## src/rtl/tt_pcounter_pkg.sv

```systemverilog
// Shared definitions for the programmable multi-mode counter: mode encodings and default sizes.
package tt_pcounter_pkg;

  typedef enum logic [1:0] {
    MODE_UP      = 2'b00,
    MODE_DOWN    = 2'b01,
    MODE_PING    = 2'b10,
    MODE_ONESHOT = 2'b11
  } mode_e;

  localparam int DEF_WIDTH   = 8;
  localparam int DEF_PRESC_W = 8;

endpackage

```

## src/rtl/tt_pcounter_if.sv

```systemverilog
// Control and status bundle of the counter; master drives controls, slave (the counter) drives status.
interface tt_pcounter_if
  import tt_pcounter_pkg::*;
#(
  parameter int WIDTH   = DEF_WIDTH,
  parameter int PRESC_W = DEF_PRESC_W
);

  logic               en;
  mode_e              mode;
  logic               load;
  logic [WIDTH-1:0]   load_val;
  logic [WIDTH-1:0]   limit;
  logic [PRESC_W-1:0] presc_div;

  logic [WIDTH-1:0]   count;
  logic               dir;
  logic               tick;
  logic               wrap;
  logic               done;
  logic               busy;

  modport master (
    output en, mode, load, load_val, limit, presc_div,
    input  count, dir, tick, wrap, done, busy
  );

  modport slave (
    input  en, mode, load, load_val, limit, presc_div,
    output count, dir, tick, wrap, done, busy
  );

endinterface

```

## src/rtl/tt_prescaler.sv

```systemverilog
// Enable-gated clock divider: pulses step once every (div+1) enabled cycles.
module tt_prescaler #(
  parameter int PRESC_W = 8
) (
  input  logic               clk,
  input  logic               rst,
  input  logic               en,
  input  logic               clr,
  input  logic [PRESC_W-1:0] div,
  output logic               step
);

  logic [PRESC_W-1:0] cnt_q;
  logic [PRESC_W-1:0] cnt_d;

  // ">=" rather than "==" so a divider lowered below the running count fires at once
  assign step = en && (cnt_q >= div);

  // next prescaler count: clear, restart after a step, advance or hold
  always_comb begin
    cnt_d = cnt_q;
    if (clr) begin
      cnt_d = '0;
    end else if (en) begin
      if (step) begin
        cnt_d = '0;
      end else begin
        cnt_d = cnt_q + PRESC_W'(1);
      end
    end else begin
      cnt_d = cnt_q;
    end
  end

  // prescaler count register
  always_ff @(posedge clk) begin
    if (rst) begin
      cnt_q <= '0;
    end else begin
      cnt_q <= cnt_d;
    end
  end

endmodule

```

## src/rtl/tt_um_pcounter.sv

```systemverilog
// Programmable counter with up/down/ping-pong/one-shot modes, clamped parallel load and prescaler.
module tt_um_pcounter
  import tt_pcounter_pkg::*;
#(
  parameter int WIDTH   = DEF_WIDTH,
  parameter int PRESC_W = DEF_PRESC_W
) (
  input  logic          clk,
  input  logic          rst,
  tt_pcounter_if.slave  bus
);

  localparam logic [WIDTH-1:0] ONE = WIDTH'(1);

  logic [WIDTH-1:0] count_q, count_d;
  logic             dir_q, dir_d;
  logic             tick_q, tick_d;
  logic             wrap_q, wrap_d;
  logic             done_q, done_d;
  logic             step_s;
  logic [WIDTH-1:0] inc_s, dec_s;

  tt_prescaler #(.PRESC_W(PRESC_W)) u_presc (
    .clk  (clk),
    .rst  (rst),
    .en   (bus.en),
    .clr  (bus.load),
    .div  (bus.presc_div),
    .step (step_s)
  );

  assign inc_s = count_q + ONE;
  assign dec_s = count_q - ONE;

  // next counter state: load beats step, step beats hold
  always_comb begin
    count_d = count_q;
    dir_d   = dir_q;
    done_d  = done_q;
    tick_d  = 1'b0;
    wrap_d  = 1'b0;
    if (bus.load) begin
      count_d = (bus.load_val > bus.limit) ? bus.limit : bus.load_val;
      dir_d   = 1'b0;
      done_d  = 1'b0;
    end else if (step_s) begin
      case (bus.mode)
        MODE_UP: begin
          tick_d = 1'b1;
          if (count_q >= bus.limit) begin
            count_d = '0;
            wrap_d  = 1'b1;
          end else begin
            count_d = inc_s;
          end
        end
        MODE_DOWN: begin
          tick_d = 1'b1;
          if (count_q == '0) begin
            count_d = bus.limit;
            wrap_d  = 1'b1;
          end else if (count_q > bus.limit) begin
            count_d = bus.limit;
          end else begin
            count_d = dec_s;
          end
        end
        MODE_PING: begin
          tick_d = 1'b1;
          if (!dir_q) begin
            if (count_q >= bus.limit) begin
              count_d = (bus.limit == '0) ? '0 : bus.limit - ONE;
              dir_d   = 1'b1;
              wrap_d  = 1'b1;
            end else begin
              count_d = inc_s;
            end
          end else begin
            if (count_q == '0) begin
              count_d = (bus.limit == '0) ? '0 : ONE;
              dir_d   = 1'b0;
              wrap_d  = 1'b1;
            end else begin
              count_d = dec_s;
            end
          end
        end
        MODE_ONESHOT: begin
          // done is raised on the step that lands on limit, or on the first step already at/above it
          if (!done_q) begin
            tick_d = 1'b1;
            if (count_q >= bus.limit) begin
              done_d = 1'b1;
              wrap_d = 1'b1;
            end else begin
              count_d = inc_s;
              if (inc_s == bus.limit) begin
                done_d = 1'b1;
                wrap_d = 1'b1;
              end else begin
                done_d = 1'b0;
              end
            end
          end else begin
            count_d = count_q;
          end
        end
        default: begin
          count_d = count_q;
        end
      endcase
    end else begin
      count_d = count_q;
    end
    dir_d = (bus.mode == MODE_PING) ? dir_d : 1'b0;
  end

  // counter state registers
  always_ff @(posedge clk) begin
    if (rst) begin
      count_q <= '0;
      dir_q   <= 1'b0;
      tick_q  <= 1'b0;
      wrap_q  <= 1'b0;
      done_q  <= 1'b0;
    end else begin
      count_q <= count_d;
      dir_q   <= dir_d;
      tick_q  <= tick_d;
      wrap_q  <= wrap_d;
      done_q  <= done_d;
    end
  end

  assign bus.count = count_q;
  assign bus.dir   = dir_q;
  assign bus.tick  = tick_q;
  assign bus.wrap  = wrap_q;
  assign bus.done  = done_q;
  assign bus.busy  = (count_q != bus.limit);

endmodule

```

## src/flat_wrapper.sv

```systemverilog
// flat-port wrapper written by rule: the top's interface ports become plain ports
module tt_um_pcounter_flat import tt_pcounter_pkg::*;
#(
  parameter int WIDTH   = DEF_WIDTH,
  parameter int PRESC_W = DEF_PRESC_W
)
  (clk, rst, bus_en, bus_mode, bus_load, bus_load_val, bus_limit, bus_presc_div, bus_count, bus_dir, bus_tick, bus_wrap, bus_done, bus_busy);
  tt_pcounter_if #(.WIDTH(WIDTH), .PRESC_W(PRESC_W)) bus_i ();
  input  logic clk;
  input  logic rst;
  input wire logic [$bits(bus_i.en)-1:0] bus_en;
  input wire logic [$bits(bus_i.mode)-1:0] bus_mode;
  input wire logic [$bits(bus_i.load)-1:0] bus_load;
  input wire logic [$bits(bus_i.load_val)-1:0] bus_load_val;
  input wire logic [$bits(bus_i.limit)-1:0] bus_limit;
  input wire logic [$bits(bus_i.presc_div)-1:0] bus_presc_div;
  output wire logic [$bits(bus_i.count)-1:0] bus_count;
  output wire logic [$bits(bus_i.dir)-1:0] bus_dir;
  output wire logic [$bits(bus_i.tick)-1:0] bus_tick;
  output wire logic [$bits(bus_i.wrap)-1:0] bus_wrap;
  output wire logic [$bits(bus_i.done)-1:0] bus_done;
  output wire logic [$bits(bus_i.busy)-1:0] bus_busy;
  assign bus_i.en = bus_en;
  assign bus_i.mode = bus_mode;
  assign bus_i.load = bus_load;
  assign bus_i.load_val = bus_load_val;
  assign bus_i.limit = bus_limit;
  assign bus_i.presc_div = bus_presc_div;
  assign bus_count = bus_i.count;
  assign bus_dir = bus_i.dir;
  assign bus_tick = bus_i.tick;
  assign bus_wrap = bus_i.wrap;
  assign bus_done = bus_i.done;
  assign bus_busy = bus_i.busy;
  tt_um_pcounter #(.WIDTH(WIDTH), .PRESC_W(PRESC_W)) u_core (.clk(clk), .rst(rst), .bus(bus_i));
endmodule
```

## config.mk

```make
export PLATFORM = sky130hd
export DESIGN_NAME = tt_um_pcounter_flat
export DESIGN_NICKNAME = d
export VERILOG_FILES = /design/src/rtl/tt_pcounter_pkg.sv /design/src/rtl/tt_pcounter_if.sv /design/src/rtl/tt_prescaler.sv /design/src/rtl/tt_um_pcounter.sv /design/src/flat_wrapper.sv
export SDC_FILE = /design/constraint.sdc
export NUM_CORES = 1
export LEC_CHECK = 0
export CORE_MARGIN = 8
export CORE_UTILIZATION = 51
export CTS_BUF_LIST = sky130_fd_sc_hd__clkbuf_8
export CTS_CLUSTER_DIAMETER = 80
export DETAILED_ROUTE_END_ITERATION = 8
export PLACE_DENSITY = 0.92
export SYNTH_ARGS = -nofsm -noshare
export SYNTH_HDL_FRONTEND = slang
export SYNTH_HIERARCHICAL = 1
export SYNTH_SLANG_ARGS = --single-unit
```

## constraint.sdc

```tcl
create_clock -name clk -period 3.05 [get_ports clk]
set_clock_uncertainty 0.15 [all_clocks]
set_input_delay 0.61 -clock clk [delete_from_list [all_inputs] [get_ports clk]]
set_output_delay 0.61 -clock clk [all_outputs]
set_load 0.02 [all_outputs]
```

==> After elaboration in Yosys (flattened, before gate mapping) <==
Index checks and enable logic that the tools add are counted.
Widths: inputs -> output; s select.
{ "totals": {"register_bits": 20, "latchBits": 0, "mem_bits_rw": 0, "romBits": 0, "in_bits": 30, "word_cells": 61, "mem_count": 0} }
{ "classes": {"n_addsub": 4, "mul": 0, "n_div": 0, "order_cmp": 4, "n_eq_ne": 7, "n_shift": 0, "muxes": 27, "n_bitwise": 2, "reduce_logical": 11} }
{ "op_table": {"columns": ["op", "count"], "rows": [
  ["$mux 8", 13],
  ["$pmux 8 s4", 1],
  ["$add 8x1->8 const B", 2],
  ["$ge 8x8->1", 2],
  ["$gt 8x8->1", 2],
  ["$logic_not 8->1", 2],
  ["$sub 8x1->8 const B", 2],
  ["$mux 1", 11],
  ["$reduce_or 3->1", 3],
  ["$eq 8x8->1", 1],
  ["$ne 8x8->1", 1],
  ["$ne 3x3->1 const B", 2],
  ["$eq 2x2->1 const B", 2],
  ["$pmux 1 s4", 1],
  ["$reduce_and 3->1", 1],
  ["$eq 2x1->1 const B", 1],
  ["$logic_not 2->1", 1],
  ["$not 1->1", 2],
  ["$pmux 1 s2", 1],
  ["$reduce_and 2->1", 1],
  ["$reduce_bool 2->1", 1],
  ["$reduce_or 2->1", 1],
  ["$logic_and 1x1->1", 1]
]} }

==> Depth between registers and ports, before layout <==
Gate-level depths: netlist (run 1).
{ "logic_depth": {"ltp_word": 7, "depth_mapped": 11, "mapped_depth_nobuf": 10} }

==> Modules after synthesis <==
The synthesis (run 1) kept the hierarchy.
{ "by_module_without_submodules": {"columns": ["mod", "n_inst", "cells_per_inst", "area_each_um2", "seq_area_each_um2"], "rows": [
  ["tt_um_pcounter", 1, 269, 2029.4, 240.2],
  ["tt_prescaler", 1, 64, 624.3, 160.2]
]} }

==> Worst setup path before layout (run 1) <==
OpenSTA, ideal clock, no wires.
{ "synth_path": {"path_type": "input to register", "startpoint": "in bus_limit[2]", "endpoint": "reg u_core.count_q[7] (netlist: u_core/bus.count[7])", "setup_ns": 0.122, "arrival_ns": 2.761, "slack_ns": 0.017, "cell_stages": 11, "cell_sequence": "clkbuf_1 inv_1 ha_1 o211ai_1 a31o_2 buf_2 nand2_1 clkbuf_1 o311ai_0 a31o_2 a221o_1"} }
{ "synth_between": {"elab_chain_len": 7, "word_cells_on_any_way": 17, "cone_classes": "add/sub (1); order compare (3); eq/ne (1); mux (10); reduce/logical (2)"} }
{ "synth_lines": {"columns": ["item", "line_no", "source"], "rows": [
  ["start, declared", "flat_wrapper.sv:15", "input wire logic [$bits(bus_i.limit)-1:0] bus_limit;"],
  ["$sub 8x1->8 / $logic_not 8->1 (equally long branches)", "tt_um_pcounter.sv:72", "count_d = (bus.limit == '0) ? '0 : bus.limit - ONE;"],
  ["$mux 8", "tt_um_pcounter.sv:72", null],
  ["$mux 8", "tt_um_pcounter.sv:71", "if (count_q >= bus.limit) begin"],
  ["$mux 8", "tt_um_pcounter.sv:70", "if (!dir_q) begin"],
  ["$pmux 8 s4", "tt_um_pcounter.sv:47", "case (bus.mode)"],
  ["$mux 8", "tt_um_pcounter.sv:46", "end else if (step_s) begin"],
  ["$mux 8", "tt_um_pcounter.sv:42", "if (bus.load) begin"],
  ["end signal, assigned", "tt_um_pcounter.sv:127", "count_q <= count_d;"],
  ["end, declared", "tt_um_pcounter.sv:15", "logic [WIDTH-1:0] count_q, count_d;"]
]} }
Several ways; a longest one is shown, not always the timed one. The select of a mux whose other input is x is not followed.
A chain may end at the register's enable or synchronous reset.

==> Final worst setup path (run 1) <==
{ "layout_path": {"startpoint": "in bus_limit[1]", "endpoint": "reg u_core.count_q[0] (netlist: u_core/bus.count[0])"} }
{ "layout_between": {"elab_chain_len": 7, "word_cells_on_any_way": 18, "cone_classes": "order compare (3); eq/ne (1); mux (12); reduce/logical (2)"} }
{ "layout_lines": {"columns": ["item"], "rows": [
  ["parallel branches: the longest is 7 deep, another holds $ge 8x8->1"]
]} }
Parallel ways; which one is timed is not known. The select of a mux whose other input is x is not followed.

==> flow_metrics.py, run 1 <==
metrics = {
    "synth": {
        "synthTopCellsByArea": "dfxtp_1, ha_1, xnor2_1",
        "synth-seq-area-share": 0.151,
        "synth_seq_cells": 20,
        "ys.flop_type": "dfxtp_1",
        "synth_area_leader_cell": "dfxtp_1",
        "syn_avg_cell_area_um2": 7.97,
        "synth_nets": 393,
        "syn-instance-count": 333,
        "synth_edf_count": 0,
        "yosysWarnings": 6,
        "synth.top_cell.area_share": 0.151,
        "syn_area_um2": 2650,
        "synthTopCellsByCount": "ha_1, nand2_1, inv_1, nor2_1, xnor2_1",
        "synth_async_sr_flop_share": 0,
        "synth.distinct_cells": 65,
        "synth.most_common_cell": "ha_1",
    },
    "clock_tree": {
        "root_buffer": "clkbuf_8",
        "clock_latency_ps": 260,
        "clk_pin_slew_ps": 80,
        "h-tree-depth": 1,
        "cts.sinks": 20,
        "holdBufCountCts": 0,
        "cts_tree": "done",
        "cts_buffers": 3,
        "cts_max_path_buffers": 2,
    },
    "floorplan": {
        "io_pins": 43,
        "die_h_um": 88.1,
        "die_x_um": 88.1,
        "start_util": 0.523,
        "rows": 26,
        "die_area_um2": 7770,
        "core_um2": 5070,
    },
    "layout": {
        "layout-drive-gt1-share": 0.307,
        "syn_to_final_growth_pct": 47.9,
        "final_design_area_no_fill_um2": 3930,
        "antenna_cells": 0,
        "nNetsFinal": 484,
    },
    "route": {
        "wl_met3_um": 1010,
        "ant_nets": 0,
        "highest_layer": "met4",
        "drtIter0Drc": 367,
        "dr_total_vias": 3230,
        "drt_wl_total_um": 10200,
        "wl_met1_um": 3910,
        "first_pass_iters": 5,
        "drc": 0,
        "via_per_inst": 6.55,
        "wl_per_cell_um": 20.7,
        "wl_met2_um": 4790,
    },
    "worst_setup_path": {
        "path_common_cell": "buf_4",
        "cpPeakStageDelay_ps": 470,
        "worstPathArrival_ps": 3160,
        "cpLargestDelayFamily": "buffers and inverters",
        "path_max_fanout": 6,
        "crit_path_end_kind": "register",
        "worstSetupPathType": "in -> reg",
        "cp_data_required_time_ps": 3050,
        "crit_chain": "clkdlybuf4s50_1, inv_1, ha_1, nor2b_1, o211ai_1, buf_4, a211oi_4, nor3_4, buf_12, buf_4, mux2i_1, nor3_1, o31a_1",
        "crit_buf_inv": 5,
        "critPathSlowestCell": "clkdlybuf4s50_1",
        "start_kind": "primary input",
    },
    "timing": {
        "rsz0062_at_grt": "true",
        "clock.fmax_ghz": 0.317,
        "holdWs_ps": 415,
        "drv_slew": 0,
        "hold_viol": 0,
        "setup_viol": 3,
        "relSlewSlack": 0.615,
        "period_share": 1.03,
        "worst_pin_slew_ps": 577,
        "fin_crit_ps": 3150,
        "fin_ws_ps": -101,
    },
    "place": {
        "dpl.hpwl_um": 7530,
        "portBuffers": 42,
        "place_area_um2": 3490,
        "finalWeightedCongestion": 1.03,
        "dpl_worst_slack_ps": -382,
    },
    "run_status": {
        "status": "finished, violations left",
        "violations": "setup timing",
    },
    "global_routing": {
        "globalRouteOverflowTotal": 0,
        "grt_max_degree": 23,
        "grt_usage": 0.251,
        "grt_pass1_wl_um": 15200,
        "grt_pass1_vias": 3109,
        "grt_antenna_before_repair": 0,
    },
    "job": {
        "max_cap_viol_count": 0,
    },
    "min_path": {
        "hold_path_class": "reg -> reg",
    },
    "power_and_ir_drop": {
        "power.density_nw_per_um2": 298,
        "leakage_nw": 1.60,
        "peakVddDrop_uv": 257,
    },
}
## per-stage QoR
step                      utilization  TNS [ps]  instances  total power, mW
final                           0.773      -196        493             1.17
after global routing            0.773      -921        493             1.22
after CTS                       0.725         0        488             1.09
after detailed placement        0.688     -3120        480            0.806
after global placement          0.688     -2530        480            0.798
after floorplan                     -         0        333            0.584
## cell families (layout without fill, tap and decap cells)
| family | count (synthesis) | after routing | share of synthesized area |
|---|---|---|---|
| AO/OA/AOI/OAI | 81 | 81 | 0.229 |
| XOR/XNOR | 31 | 31 | 0.102 |
| adder cells (fa/ha/maj) | 30 | 30 | 0.141 |
| buffers and inverters | 43 | 133 | 0.0679 |
| flip-flops | 20 | 20 | 0.151 |
| multiplexers | 13 | 13 | 0.0514 |
| AND/OR/NAND/NOR | 115 | 115 | 0.257 |
## report_power, final
| part | total (mW) | internal (mW) | switching [mW] |
|---|---|---|---|
| clock | 0.275 | 0.175 | 0.100 |
| sequential | 0.285 | 0.270 | 0.0144 |
| combinational | 0.608 | 0.295 | 0.313 |
## per-layer routing
metal	track usage	vias up
li1	-	1432
met1	0.298	1485
met2	0.418	255
met3	0.0469	58
met4	0.129	0
met5	0	-
## layout make-up
class                           instances  area [um^2]
Fill cell                             347         1150
Tap cell                               70         87.6
Clock inverter                          1         30.0
Sequential cell                        20          400
Multi-Input combinational cell        270         2340
Inverter                               23         86.3
Clock buffer                            3         41.3
Timing Repair Buffer                  106          941
## cell usage in the layout (no fill, tap or decap), types with 5 or more instances in the layout
cell | netlist | layout
buf_4 | 0 | 59
clkdlybuf4s50_1 | 0 | 35
nand2_1 | 25 | 22
ha_1 | 30 | 22
xnor2_1 | 21 | 21
dfxtp_1 | 20 | 20
nor2_1 | 21 | 19
inv_1 | 23 | 18
a21oi_1 | 13 | 13
nand4_1 | 10 | 10
xor2_1 | 10 | 10
nor4_1 | 8 | 8
nand2b_1 | 7 | 7
nand3_1 | 7 | 7
nor3_1 | 7 | 7
ha_4 | 0 | 7
nor4_2 | 7 | 7
mux2i_1 | 8 | 6
a31oi_1 | 6 | 6
dlymetal6s2s_1 | 0 | 5
inv_2 | 0 | 5
o21ai_0 | 7 | 5
## path summary, 6_finish.rpt
kind / from / end / slack [ps] / cells past startpoint
worst max register to register: u_core/bus.count[4]$_SDFFE_PP0P_ / u_core/bus.count[0]$_SDFFE_PP0P_ / 190 / 9
worst min-delay path: u_core/bus.done$_SDFFE_PP0P_ / u_core/bus.tick$_SDFF_PP0_ / 410 / 1
worst min register to register: u_core/bus.done$_SDFFE_PP0P_ / u_core/bus.tick$_SDFF_PP0_ / 410 / 1
worst max-delay path: bus_limit[1] / u_core/bus.count[0]$_SDFFE_PP0P_ / -100 / 13
## registers in the layout, indices dropped and copies added, names as in the netlist
register and count:
u_core/bus.dir 1, u_core/u_presc/cnt_q 8, u_core/bus.wrap 1, u_core/bus.count 8
u_core/bus.done 1, u_core/bus.tick 1
## timing repair
item,CTS,global route
resized for setup,25,43
pin swaps,13,22
setup buffers,3,5
gates cloned,1,0
setup endpoints to repair,9,9
Note: power is estimated with default switching activity, not from simulation.
==> run 2: changes to the inputs <==
--- a/config.mk
+++ b/config.mk
@@ -5,10 +5,12 @@
 export SDC_FILE = /design/constraint.sdc
 export NUM_CORES = 1
 export LEC_CHECK = 0
+export CAP_MARGIN = 20
 export CORE_MARGIN = 8
 export CORE_UTILIZATION = 51
 export CTS_BUF_LIST = sky130_fd_sc_hd__clkbuf_8
 export CTS_CLUSTER_DIAMETER = 80
+export CTS_CLUSTER_SIZE = 20
 export DETAILED_ROUTE_END_ITERATION = 8
 export PLACE_DENSITY = 0.92
 export SYNTH_ARGS = -nofsm -noshare
==> results of run 2 <==
Same layout as run 1: the final DEF is identical, and so are final timing and power.
==> run 3: changes to the inputs <==
--- a/config.mk
+++ b/config.mk
@@ -7,12 +7,11 @@
 export LEC_CHECK = 0
 export CAP_MARGIN = 20
 export CORE_MARGIN = 8
-export CORE_UTILIZATION = 51
-export CTS_BUF_LIST = sky130_fd_sc_hd__clkbuf_8
+export CORE_UTILIZATION = 50
 export CTS_CLUSTER_DIAMETER = 80
-export CTS_CLUSTER_SIZE = 20
+export CTS_CLUSTER_SIZE = 28
 export DETAILED_ROUTE_END_ITERATION = 8
-export PLACE_DENSITY = 0.92
+export PLACE_DENSITY = 0.9
 export SYNTH_ARGS = -nofsm -noshare
 export SYNTH_HDL_FRONTEND = slang
 export SYNTH_HIERARCHICAL = 1
==> flow_metrics.py, run 3 (same netlist as run 1, synthesis figures left out) <==
metrics = {
    "run_status": {
        "status": "finished, violations left",
        "violations": "DRC",
    },
    "clock_tree": {
        "cts_buffers": 3,
        "h-tree-depth": 1,
        "cts_max_path_buffers": 2,
        "clock_latency_ps": 260,
        "cts_tree": "done",
        "clk_pin_slew_ps": 80,
        "cts.sinks": 20,
        "root_buffer": "clkbuf_8",
        "holdBufCountCts": 0,
    },
    "timing": {
        "rsz0062_at_grt": "true",
        "fin_crit_ps": 3010,
        "relSlewSlack": 0.537,
        "worst_pin_slew_ps": 677,
        "hold_viol": 0,
        "setup_viol": 0,
        "period_share": 0.986,
        "clock.fmax_ghz": 0.333,
        "drv_slew": 0,
    },
    "global_routing": {
        "grt_pass1_wl_um": 15400,
        "globalRouteOverflowTotal": 0,
        "grt_usage": 0.252,
        "grt_max_degree": 21,
        "grt_pass1_vias": 3090,
        "grt_antenna_before_repair": 0,
    },
    "floorplan": {
        "io_pins": 43,
        "core_um2": 5110,
        "die_area_um2": 7900,
        "rows": 26,
        "die_x_um": 88.9,
        "start_util": 0.520,
        "die_h_um": 88.9,
    },
    "route": {
        "drc": 1,
        "ant_nets": 0,
        "wl_per_cell_um": 19.8,
        "drtIter0Drc": 525,
        "dr_total_vias": 3130,
        "drt_wl_total_um": 9660,
        "first_pass_iters": 8,
        "via_per_inst": 6.41,
    },
    "place": {
        "placed_cells": 478,
        "place_area_um2": 3480,
        "finalWeightedCongestion": 1.06,
        "portBuffers": 42,
        "dpl.hpwl_um": 7370,
    },
    "worst_setup_path": {
        "path_max_fanout": 6,
        "worstPathArrival_ps": 3000,
        "r2r_slack_ps": 120,
        "crit_path_end_kind": "register",
        "timing.critical_path.from": "bus_limit[3]",
        "worstSetupPathType": "in -> reg",
        "start_kind": "primary input",
        "crit_chain": "clkdlybuf4s50_1, inv_1, ha_4, nand4_1, nor2_2, nor2_2, nor3_4, buf_12, mux2i_1, o22ai_1, a221o_1",
        "critPathSlowestCell": "clkdlybuf4s50_1",
        "cpPeakStageDelay_ps": 490,
        "cpLargestDelayFamily": "buffers and inverters",
        "crit_buf_inv": 3,
        "cp_data_required_time_ps": 3040,
        "timing.rr.start": "u_core/bus.count[0]$_SDFFE_PP0P_",
        "path_common_cell": "nor2_2",
    },
    "power_and_ir_drop": {
        "power.density_nw_per_um2": 277,
        "fin_total_pwr_mw": 1.04,
        "peakVddDrop_uv": 202,
        "leakage_nw": 1.55,
    },
    "layout": {
        "fin_cells": 488,
        "nNetsFinal": 480,
        "final_design_area_no_fill_um2": 3740,
        "layout_common_cells": "buf_4, clkdlybuf4s50_1, ha_1, nand2_1, xnor2_1",
        "layout-drive-gt1-share": 0.266,
        "syn_to_final_growth_pct": 40.9,
        "antenna_cells": 0,
        "final_common_cell": "buf_4",
    },
    "min_path": {
        "hold_path_class": "reg -> reg",
        "hold_start": "u_core/bus.done$_SDFFE_PP0P_",
    },
    "job": {
        "max_cap_viol_count": 0,
    },
}
[run 3: final cells by class]
cell class                      count  area (um^2)
Tap cell                           70         87.6
Multi-Input combinational cell    270         2230
Clock buffer                        3         41.3
Fill cell                         370         1370
Timing Repair Buffer              102          895
Sequential cell                    20          400
Inverter                           23         86.3
[run 3: final timing paths]
check             cells past startpoint                               end
setup / recovery                     11  u_core/bus.count[7]$_SDFFE_PP0P_
hold reg to reg                       1        u_core/bus.tick$_SDFF_PP0_
setup reg to reg                      9      u_core/bus.done$_SDFFE_PP0P_
hold / removal                        1        u_core/bus.tick$_SDFF_PP0_
[run 3: per-stage QoR]
stage | hold slack, ps | setup WS (ps) | TNS [ps] | util
after floorplan | 386 | 17.2 | 0 | -
after global placement | 371 | -349 | -2450 | 0.681
after detailed placement | 379 | -424 | -2890 | 0.681
after CTS | 401 | -3.16 | -3.16 | 0.710
after global routing | 433 | -24.6 | -39.8 | 0.732
final | 397 | 43.3 | 0 | 0.732
[run 3: report_power, final]
group | leakage [nW] | total (mW) | switching [mW] | internal [mW]
clock | 0.0216 | 0.179 | 0.0907 | 0.0880
combinational | 1.36 | 0.573 | 0.299 | 0.274
sequential | 0.163 | 0.285 | 0.0142 | 0.270
total | 1.55 | 1.04 | 0.404 | 0.632
[run 3: layer usage]
layer	track usage	vias up	routed length, um
li1	-	1422	-
met3	0.0622	57	1180
met4	0.137	0	529
met2	0.385	239	4140
met5	0	-	0
met1	0.314	1412	3810
[run 3: repair_timing]
action | in CTS | in global routing
cloned | 1 | 0
setup endpoints to repair | 8 | 9
setup buffers | 4 | 2
resized for setup | 24 | 23
pin swaps | 9 | 16
